File: src/rtl/setting_entry.sv
// Operator-entry stage for the bottling controller: debounces Pulse/QD/CLR,
// edits BCD pill/bottle targets digit by digit, and issues start/reject requests.

module setting_entry_debounce #(
  parameter int DEB_MS = 20
) (
  input  logic clk_1khz,
  input  logic switch_clr,
  input  logic raw,
  output logic stable
);
  localparam int CW = $clog2(DEB_MS + 1);

  logic [CW-1:0] cnt_q, cnt_d;
  logic          stable_q, stable_d;

  always_comb begin
    // NOTE: every signal written here gets a default first, so no path can infer a latch.
    cnt_d    = cnt_q;
    stable_d = stable_q;
    if (raw == stable_q) begin
      cnt_d = '0;
    end else if (cnt_q == CW'(DEB_MS - 1)) begin
      cnt_d    = '0;
      stable_d = raw;
    end else begin
      cnt_d = cnt_q + 1'b1;
    end
  end

  // NOTE: state updates use non-blocking assignments so every flop samples pre-edge values.
  always_ff @(posedge clk_1khz or posedge switch_clr) begin
    if (switch_clr) begin
      cnt_q    <= '0;
      stable_q <= 1'b0;
    end else begin
      cnt_q    <= cnt_d;
      stable_q <= stable_d;
    end
  end

  assign stable = stable_q;
endmodule

module setting_entry #(
  parameter int DEB_MS  = 20,
  parameter int LONG_MS = 1000,
  parameter int RPT_DLY = 500,
  parameter int RPT_MS  = 250
) (
  input  logic       clk_1khz,
  input  logic       switch_clr,
  input  logic       enable,
  input  logic       btn_pulse_raw,
  input  logic       btn_qd_raw,
  input  logic       btn_clr,
  output logic [3:0] target_pills1,
  output logic [3:0] target_pills2,
  output logic [3:0] target_pills3,
  output logic [3:0] target_bottles1,
  output logic [3:0] target_bottles2,
  output logic [2:0] sel,
  output logic [5:0] flicker_mask,
  output logic       start_pulse,
  output logic       reject_pulse
);
  localparam int LW = $clog2(LONG_MS + 1);
  localparam int PW = $clog2(RPT_DLY + 1);
  localparam int RW = $clog2(RPT_MS + 1);

  logic p_stable, q_stable, c_stable;
  logic p_prev_q, q_prev_q, c_prev_q, enable_q;
  logic p_rise, q_fall, c_rise, en_fall;

  logic [3:0]    digit_q [5];
  logic [3:0]    digit_d [5];
  logic [2:0]    sel_q, sel_d;
  logic [5:0]    mask_q, mask_d;
  logic          start_q, start_d, reject_q, reject_d;
  logic [LW-1:0] qhold_q, qhold_d;
  logic          qdone_q, qdone_d;
  logic [PW-1:0] phold_q, phold_d;
  logic [RW-1:0] rpt_q, rpt_d;
  logic          pkill_q, pkill_d;
  logic          rpt_fire, inc, confirm, short_qd, clr_ev, valid;

  setting_entry_debounce #(.DEB_MS(DEB_MS)) u_deb_pulse (
    .clk_1khz(clk_1khz), .switch_clr(switch_clr), .raw(btn_pulse_raw), .stable(p_stable));
  setting_entry_debounce #(.DEB_MS(DEB_MS)) u_deb_qd (
    .clk_1khz(clk_1khz), .switch_clr(switch_clr), .raw(btn_qd_raw), .stable(q_stable));
  setting_entry_debounce #(.DEB_MS(DEB_MS)) u_deb_clr (
    .clk_1khz(clk_1khz), .switch_clr(switch_clr), .raw(btn_clr), .stable(c_stable));

  assign p_rise  = p_stable & ~p_prev_q;
  assign q_fall  = ~q_stable & q_prev_q;
  assign c_rise  = c_stable & ~c_prev_q;
  assign en_fall = enable_q & ~enable;
  assign clr_ev  = c_rise & enable;
  assign valid   = ({digit_q[2], digit_q[1], digit_q[0]} != 12'h000) &&
                   ({digit_q[4], digit_q[3]} != 8'h00);

  // A press is killed for good if it began while disabled or enable dropped during it.
  always_comb begin
    pkill_d  = p_stable & (pkill_q | en_fall | (p_rise & ~enable));
    phold_d  = '0;
    rpt_d    = '0;
    rpt_fire = 1'b0;
    if (p_stable) begin
      if (phold_q < PW'(RPT_DLY)) begin
        phold_d = phold_q + 1'b1;
      end else begin
        phold_d  = phold_q;
        rpt_d    = (rpt_q == RW'(RPT_MS - 1)) ? '0 : rpt_q + 1'b1;
        rpt_fire = (rpt_q == '0) & ~pkill_q;
      end
    end
    inc = enable & (p_rise | rpt_fire);
  end

  always_comb begin
    qhold_d  = '0;
    if (q_stable) qhold_d = (qhold_q == LW'(LONG_MS)) ? qhold_q : qhold_q + 1'b1;
    confirm  = q_stable & (qhold_q == LW'(LONG_MS)) & ~qdone_q;
    qdone_d  = q_stable & (qdone_q | confirm | en_fall);
    short_qd = q_fall & ~qdone_q & (qhold_q != LW'(LONG_MS)) & enable;
    start_d  = confirm & enable & valid & ~clr_ev;
    reject_d = confirm & ~(enable & valid) & ~clr_ev;
  end

  always_comb begin
    digit_d = digit_q;
    sel_d   = sel_q;
    if (clr_ev) begin
      for (int i = 0; i < 5; i++) digit_d[i] = 4'd0;
      sel_d = 3'd0;
    end else begin
      if (inc) digit_d[sel_q] = (digit_q[sel_q] == 4'd9) ? 4'd0 : digit_q[sel_q] + 4'd1;
      if (short_qd) sel_d = (sel_q == 3'd4) ? 3'd0 : sel_q + 3'd1;
    end
    mask_d = enable ? (6'b000010 << sel_q) : 6'b000000;
  end

  always_ff @(posedge clk_1khz or posedge switch_clr) begin
    if (switch_clr) begin
      // NOTE: the digit array is five plain registers, not a RAM, so it is reset like any flop.
      for (int i = 0; i < 5; i++) digit_q[i] <= 4'd0;
      sel_q    <= 3'd0;
      mask_q   <= 6'd0;
      start_q  <= 1'b0;
      reject_q <= 1'b0;
      qhold_q  <= '0;
      qdone_q  <= 1'b0;
      phold_q  <= '0;
      rpt_q    <= '0;
      pkill_q  <= 1'b0;
      p_prev_q <= 1'b0;
      q_prev_q <= 1'b0;
      c_prev_q <= 1'b0;
      enable_q <= 1'b0;
    end else begin
      digit_q  <= digit_d;
      sel_q    <= sel_d;
      mask_q   <= mask_d;
      start_q  <= start_d;
      reject_q <= reject_d;
      qhold_q  <= qhold_d;
      qdone_q  <= qdone_d;
      phold_q  <= phold_d;
      rpt_q    <= rpt_d;
      pkill_q  <= pkill_d;
      p_prev_q <= p_stable;
      q_prev_q <= q_stable;
      c_prev_q <= c_stable;
      enable_q <= enable;
    end
  end

  assign target_pills1   = digit_q[0];
  assign target_pills2   = digit_q[1];
  assign target_pills3   = digit_q[2];
  assign target_bottles1 = digit_q[3];
  assign target_bottles2 = digit_q[4];
  assign sel             = sel_q;
  assign flicker_mask    = mask_q;
  assign start_pulse     = start_q;
  assign reject_pulse    = reject_q;
endmodule

File: config.mk
export PLATFORM = sky130hd
export DESIGN_NAME = setting_entry
export DESIGN_NICKNAME = d
export VERILOG_FILES = /design/src/rtl/setting_entry.sv
export SDC_FILE = /design/constraint.sdc
export NUM_CORES = 1
export LEC_CHECK = 0
export ABC_AREA = 1
export CORE_MARGIN = 8
export CORE_UTILIZATION = 55
export CTS_CLUSTER_SIZE = 16
export DETAILED_ROUTE_END_ITERATION = 10
export PLACE_DENSITY = 0.77
export RECOVER_POWER = 50
export REMOVE_ABC_BUFFERS = 1
export SYNTH_ARGS = -nofsm -noshare
export SYNTH_HDL_FRONTEND = slang
export SYNTH_SLANG_ARGS = --single-unit
File: constraint.sdc
create_clock -name clk_1khz -period 3.17 [get_ports clk_1khz]
set_input_delay 0.634 -clock clk_1khz [delete_from_list [all_inputs] [get_ports clk_1khz]]
set_output_delay 0.634 -clock clk_1khz [all_outputs]
set_load 0.1 [all_outputs]
==> impl_results.md, run 1 <==
- Synthesized instance count: 497
- Footprint of the flip-flops and latches: 2027 um2
- HPWL after detailed placement: 6383 um
- Maximum number of pins on one net before global-route repair: 82
- Worst Hold Path Cells: 0
- Maximum fanout along the worst path: 81
- Post-route worst hold slack: 0.4389 ns
- Top-level port count: 37
- Port Buffers: 35
- Area used by multi-input combinational logic: 1713 um2
- Die extent in y: 102.0 um
- Total Die Area: 10410 um2
- Violated checks: max-capacitance violations, max-slew violations
- Relative slew margins: -0.2942
- Leakage power: 2.336 nW
- Highest-count cells in the layout ignoring fill and taps: nand2_1 (93), dfrtp_1 (81), inv_1 (72), nor2_1 (71), nand3_1 (35)
- Final nets: 558
- Initial antenna violation count: 0
- Maximum number of buffers from clock root to sink: 2
- Hold-fix buffer count after cts: 0
- Library cells used by synthesis: 34
- Slack of the critical path: 0.7319 ns
- Final setup skew: 0.005952 ns
- Sequential share of the synthesized area: 0.4980
- DRC violation count after routing: 0
- Synth Warn #: 0
- Fraction of layout instances using a drive strength above 1: 0.1000
- Grt total ovfl: 0
- Root buffer selected by CTS: clkbuf_8
- Met3 layer usage reported by global route: 0.04155
- Startpoint of the tightest hold check path: u_deb_clr.stable
- Number of DRC markers in iteration 0: 176
- Reported max-cap violation count: 1
- Post-detailed-route count of antenna-violating nets: 0
- CP startpoint: switch_clr
- Top Usage Layer GRT: met2
- Clock tree from TritonCTS: done
- Width of the die: 102.0 um
- Unrepaired setup endpoints after global routing: no
- Pwr/cell area: 842.8 nW/um2
- Cell types with the largest area share after synthesis: dfrtp_1 (50%), nand2_1 (8.6%), inv_1 (6.7%)
- Number of rows in the core area: 31
- M1 GR Usage: 0.2217
- Total negative slack for setup checks: 0 ns
- Final Slew Violations: 82
- Number of fill cells in the layout: 605
- Global-route wire length before repair: 14780 um
- Worst min-delay path category: reg -> reg
- Achievable clock frequency: 410.2 MHz
- Effective utilization at floorplan: 0.5642
- Post-Route WL: 8756 um
- Number of clock sinks: 81
- Worst slew pin tran: 1.941 ns
- Type of the worst setup path: in -> async
- Netlist area before placement: 4070 um2
- Setup crit start kind: input pin
- Number of cells on the worst reg-to-reg path: 10
- WL per Instance: 13.70 um
- Arrival time worst endpoint: 2.51 ns
- Total routing usage reported by global routing: 0.1815
- Setup violations, final: 0
- Status: finished with violations
- Syn_area_per_cell: 8.189 um2
- Count of H-tree levels built during CTS: 3
- Most area-hungry cell type in the Yosys netlist: dfrtp_1
- Number of buffers added by the clock tree synthesis step: 9
- CP Capture Type: asynchronous set/reset pin
- Met2 demand-to-capacity share in global routing: 0.2919
- #FFs+latches synth: 81
- Final period utilization: 0.7691
- Count of vias placed by the detailed router: 3347
- First-pass DRT Iterations: 4
- Clock transition at the registers of the reported paths: 0.08 ns
- Final weighted congestion in routability-driven placement: 0.9335
- Min cycle time layout: 2.438 ns
- Vias in the first global route: 3200
- Detailed-route vias per instance: 5.238
- Most common cell after layout, fill and taps aside: nand2_1
- Startpoint of the worst-slack reg-to-reg timing path: sel[0]
- Share of the core filled with cells in the final layout: 0.6431
- Share of the synthesized area in the top cell type: 0.4980
- Worst slack at placement: 0.8154 ns
- Core ar.: 7214 um2
- Area growth from synthesis to final layout: 13.99%
- CP Data Required Time: 3.25 ns
- Post-CTS setup-driven buffer insertion count: 0
- Worst skew pair latency: 0.34 ns
- Number of hold violations in the final report: 0
- Antenna fix cells: 0
- Post-CTS resize count: 0
- Maximum ir drop on the vdd rail: 0.0003119 V
-- final cells by class --
type                            instances  area share
Timing Repair Buffer                   37     0.06122
Clock buffer                           12     0.03128
Multi-Input combinational cell        332      0.3692
Inverter                               75     0.06068
Tap cell                               99     0.02670
Clock inverter                          3     0.01402
Sequential cell                        81      0.4369
-- state kept, by name, summed over array words and instances (netlist names), 3 cells and up --
name               cells
target_pills2          4
flicker_mask           5
u_deb_pulse.cnt_q      5
rpt_q                  8
target_bottles1        4
target_pills1          4
target_pills3          4
u_deb_clr.cnt_q        5
u_deb_qd.cnt_q         5
phold_q                9
qhold_q               10
target_bottles2        4
sel                    3
-- report_power, final --
part | total (W) | switching, W | internal, W | leakage [nW]
Clock | 0.000806 | 0.000346 | 0.000461 | 0.106
Sequential | 0.00137 | 0.000198 | 0.00117 | 1.09
Combinational | 0.00173 | 0.00135 | 0.000377 | 1.14
Total | 0.00391 | 0.00190 | 0.00201 | 2.34
-- worst paths after layout --
check                                          end  slack, ns
worst min register to register            c_prev_q       0.44
min in group asynchronous        u_deb_qd.cnt_q[1]       1.25
worst min-delay path                      c_prev_q       0.44
worst max-delay path              target_pills1[0]       0.73
worst max register to register  target_bottles1[2]       0.78
max in group clk_1khz           target_bottles1[2]       0.78
-- kinds of logic after synthesis --
family / share of synthesized area
and+or+nand+nor: 0.2638
buffers and inverters: 0.08115
DFF: 0.4980
AOI/OAI and AO/OA: 0.08116
adders and majority gates: 0.04918
xor gates and xnor gates: 0.02582
other: 0.0009213
-- cell usage after synthesis --
cell	count
nand2_1	93
dfrtp_1	81
inv_1	73
nor2_1	71
nand3_1	35
o21ai_0	27
a21oi_1	19
ha_1	16
nand4_1	13
nor3_1	12
xor2_1	9
nor3b_1	6
nor4_1	6
o21ai_1	4
buf_2	3
buf_4	3
clkbuf_1	3
xnor2_1	3
nor2_2	2
o211ai_1	2
o21a_1	2
or2_2	2
a211oi_1	1
a311oi_1	1
a31o_2	1
a31oi_1	1
clkinv_1	1
conb_1	1
inv_2	1
nand2_2	1
nand3_2	1
nor2_4	1
o21bai_4	1
or2_1	1
-- worst max-delay path, stage by stage --
cell and delay, ns:
clkdlybuf4s50_1 0.40, clkinv_1 0.04, clkbuf_2 1.35
-- routing by layer --
layer	routed length [um]	vias to the layer above
met5	0	-
met4	255	0
met3	523	21
met2	4071	88
met1	3905	1570
li1	-	1668
-- per-stage QoR --
step,cells,area [um2],total power [W]
after floorplan,488,4021,0.002684
after detailed placement,624,4448,0.003122
after global routing,639,4639,0.004118
after global placement,624,4448,0.003087
final,639,4639,0.003910
after CTS,639,4658,0.003935
Note: power is estimated with default switching activity, not from simulation.
==> inputs of run 2 (changes only) <==
CORE_UTILIZATION = 52   (was 55)
PLACE_DENSITY = 0.76   (was 0.77)
clock period = 2.2 ns   (was 3.17 ns; I/O delays follow)
==> impl_results.md, run 2 (same netlist as run 1, synthesis figures left out) <==
- Count of vias placed by the detailed router: 3318 (-0.87%)
- Register-to-register path setup slack: 0.17 ns (-0.61 ns)
- Total negative slack for setup checks: 0 ns (unchanged)
- First-pass DRT Iterations: 4 (unchanged)
- Worst min-delay path category: reg -> reg
- Leakage power: 2.365 nW (+1.2%)
- Type of the worst setup path: reg -> reg
- Hold-fix buffer count after cts: 0 (unchanged)
- HPWL after detailed placement: 6426 um (+0.66%)
- Met3 layer usage reported by global route: 0.04523 (+0.003676)
- Min cycle time layout: 2.026 ns
- Status: finished, final reports clean
- CP top delay family: simple AND/OR/NAND/NOR gates
- Number of hold violations in the final report: 0 (unchanged)
- Top-level port count: 37 (unchanged)
- Clock transition at the registers of the reported paths: 0.08 ns (about the same)
- Final std cell area, no fill: 4708 um2 (+1.5%)
- Final Slew Violations: 0 (-100%)
- Count of H-tree levels built during CTS: 3 (unchanged)
- Combinational cell fraction of total power: 0.456 (+0.013)
- Levels on crit path: 11 (+8)
- DRC violation count after routing: 0 (unchanged)
- Number of rows in the core area: 32 (+3.2%)
- Final nets: 561 (+0.54%)
- Number of clock sinks: 81 (unchanged)
- Setup violations, final: 0 (unchanged)
- Area growth from synthesis to final layout: 15.68%
- R2r endpoint: target_pills3[2]
- Worst slew pin tran: 0.9273 ns (-1.014 ns)
- Switching power as a share of total power: 0.4939 (+0.008242)
- Maximum number of buffers from clock root to sink: 2 (unchanged)
- Net switching power: 0.002757 W (+45%)
- Antenna fix cells: 0 (unchanged)
- Post-Route WL: 8749 um (about the same)
- Met2 demand-to-capacity share in global routing: 0.2700 (-0.02182)
- Hold path endpoint: c_prev_q
- Total routing usage reported by global routing: 0.1707 (-0.01078)
- Total instance count after detailed placement: 630 (+0.96%)
- Startpoint of the tightest hold check path: u_deb_clr.stable
- Width of the die: 104.5 um (+2.4%)
- Reported max-cap violation count: 0 (-1)
- Post-route worst hold slack: 0.4286 ns (-0.01028 ns)
- Worst skew pair latency: 0.35 ns (about the same)
- Core ar.: 7647 um2 (+6.0%)
- CP startpoint: sel[0]
- CP Capture Type: register
- Port Buffers: 35 (unchanged)
- Number of fill cells in the layout: 631 (+4.3%)
- Number of buffers added by the clock tree synthesis step: 9 (unchanged)
- Maximum single-stage delay on the critical path: 0.42 ns (-0.93 ns)
- Final setup skew: 0.01276 ns (+0.006803 ns)
- Top Usage Layer GRT: met2
- Detailed-route vias per instance: 5.136 (-1.9%)
- Relative slew margins: 0.3811 (+0.6753)
- CP Data Required Time: 2.47 ns (-0.78 ns)
- Buffer and inverter count on the worst path: 3 (unchanged)
- Startpoint of the worst-slack reg-to-reg timing path: sel[0]
- Highest-count cells in the layout ignoring fill and taps: nand2_1 (93), dfrtp_1 (80), inv_1 (73), nor2_1 (71), nand3_1 (35)
- Number of cells on the worst reg-to-reg path: 11 (+1)
- Crit-path cells: buf_4 > or2_2 > nand3_1 > nand2_1 > inv_1 > nand2_1 > ha_1 > inv_1 > xor2_1 > nand2_1 > o21ai_0
- Post-CTS resize count: 0 (unchanged)
- Final period utilization: 0.9209
- Vias in the first global route: 3297 (+3.0%)
- Effective utilization at floorplan: 0.5322 (-0.03194)
- Pwr/cell area: 1185 nW/um2 (+41%)
- Die extent in y: 104.5 um (+2.4%)
- Global-route wire length before repair: 15410 um (+4.2%)
- Root buffer selected by CTS: clkbuf_8
- Maximum ir drop on the vdd rail: 0.0006165 V (+98%)
- Part of the total power dissipated in the clock network: 0.195 (-0.011)
- Internal power of the cells: 0.002825 W (+40%)
- Number of flip-flops in the largest register: 10 (unchanged)
- Post-detailed-route count of antenna-violating nets: 0 (unchanged)
- Number of DRC markers in iteration 0: 134 (-24%)
- Worst Hold Path Cells: 0 (unchanged)
- Achievable clock frequency: 493.6 MHz
- Biggest registers after layout: qhold_q: 10 flops, phold_q: 9 flops, rpt_q: 8 flops
- Slowest CP cell: dfrtp_1
- Maximum number of pins on one net before global-route repair: 33 (-60%)
- CP most frequent cell: nand2_1
- Layout Cells excl Fill: 646 (+1.1%)
- Most common cell after layout, fill and taps aside: nand2_1
- Total Die Area: 10910 um2 (+4.9%)
- Initial antenna violation count: 0 (unchanged)
- Fraction of layout instances using a drive strength above 1: 0.1140 (+0.01397)
- Area of placed instances: 4512 um2 (+1.4%)
- Post-CTS setup-driven buffer insertion count: 0 (unchanged)
- Arrival time worst endpoint: 2.30 ns (-0.21 ns)
- Maximum fanout along the worst path: 9 (-89%)
- Part of the total power dissipated in sequential elements: 0.349 (-0.002)
- Top register by number of flip-flops: qhold_q
- WL per Instance: 13.54 um (-1.2%)
- Grt total ovfl: 0 (unchanged)
- M1 GR Usage: 0.2151 (-0.006572)
- Clock tree from TritonCTS: done
- Setup crit start kind: register
- Share of the core filled with cells in the final layout: 0.6157 (-0.02741)
- Final weighted congestion in routability-driven placement: 0.8548 (-8.4%)
-- run 2: power groups by stage --
stage	sequential (W)	combinational, W	clock, W
6_report	0.00195	0.00254	0.00109
5_1_grt	0.00198	0.00273	0.00116
4_1_cts	0.00194	0.00254	0.00111
3_5_place_dp	0.00197	0.00254	0
3_3_place_gp	0.00197	0.00250	0
2_1_floorplan	0.00307	0.000792	0
-- run 2: worst max path at each step --
stage / end / slack [ns]
floorplan: target_bottles1[2] / -0.63
global placement: target_pills1[1] / 0.31
detailed placement: target_bottles1[2] / 0.21
CTS: target_bottles1[2] / 0.19
global route: target_pills3[2] / -0.00008
finish: target_pills3[2] / 0.17
-- run 2: cell type report --
type	count	area [um2]	share of cell area
flip-flops and latches	81	2028	0.4308
multi-input cells	332	1713	0.3638
repair buffers	40	359.1	0.07627
inverters	75	285.3	0.06059
clock buffers	10	137.6	0.02923
well taps	102	127.6	0.02711
clock inverters	6	57.56	0.01222
-- run 2: per-layer routing --
| metal | routed length, um | vias to the layer above |
|---|---|---|
| li1 | - | 1670 |
| met2 | 4088 | 93 |
| met1 | 3989 | 1536 |
| met5 | 0 | - |
| met4 | 192 | 0 |
| met3 | 479 | 19 |
-- run 2: stage by stage --
step,power [W],setup WS [ns]
after floorplan,0.003867,-0.6303
after global placement,0.004467,0.3068
after detailed placement,0.004508,0.2066
after CTS,0.005595,0.1945
after global routing,0.005867,-0.00008482
final,0.005582,0.1741
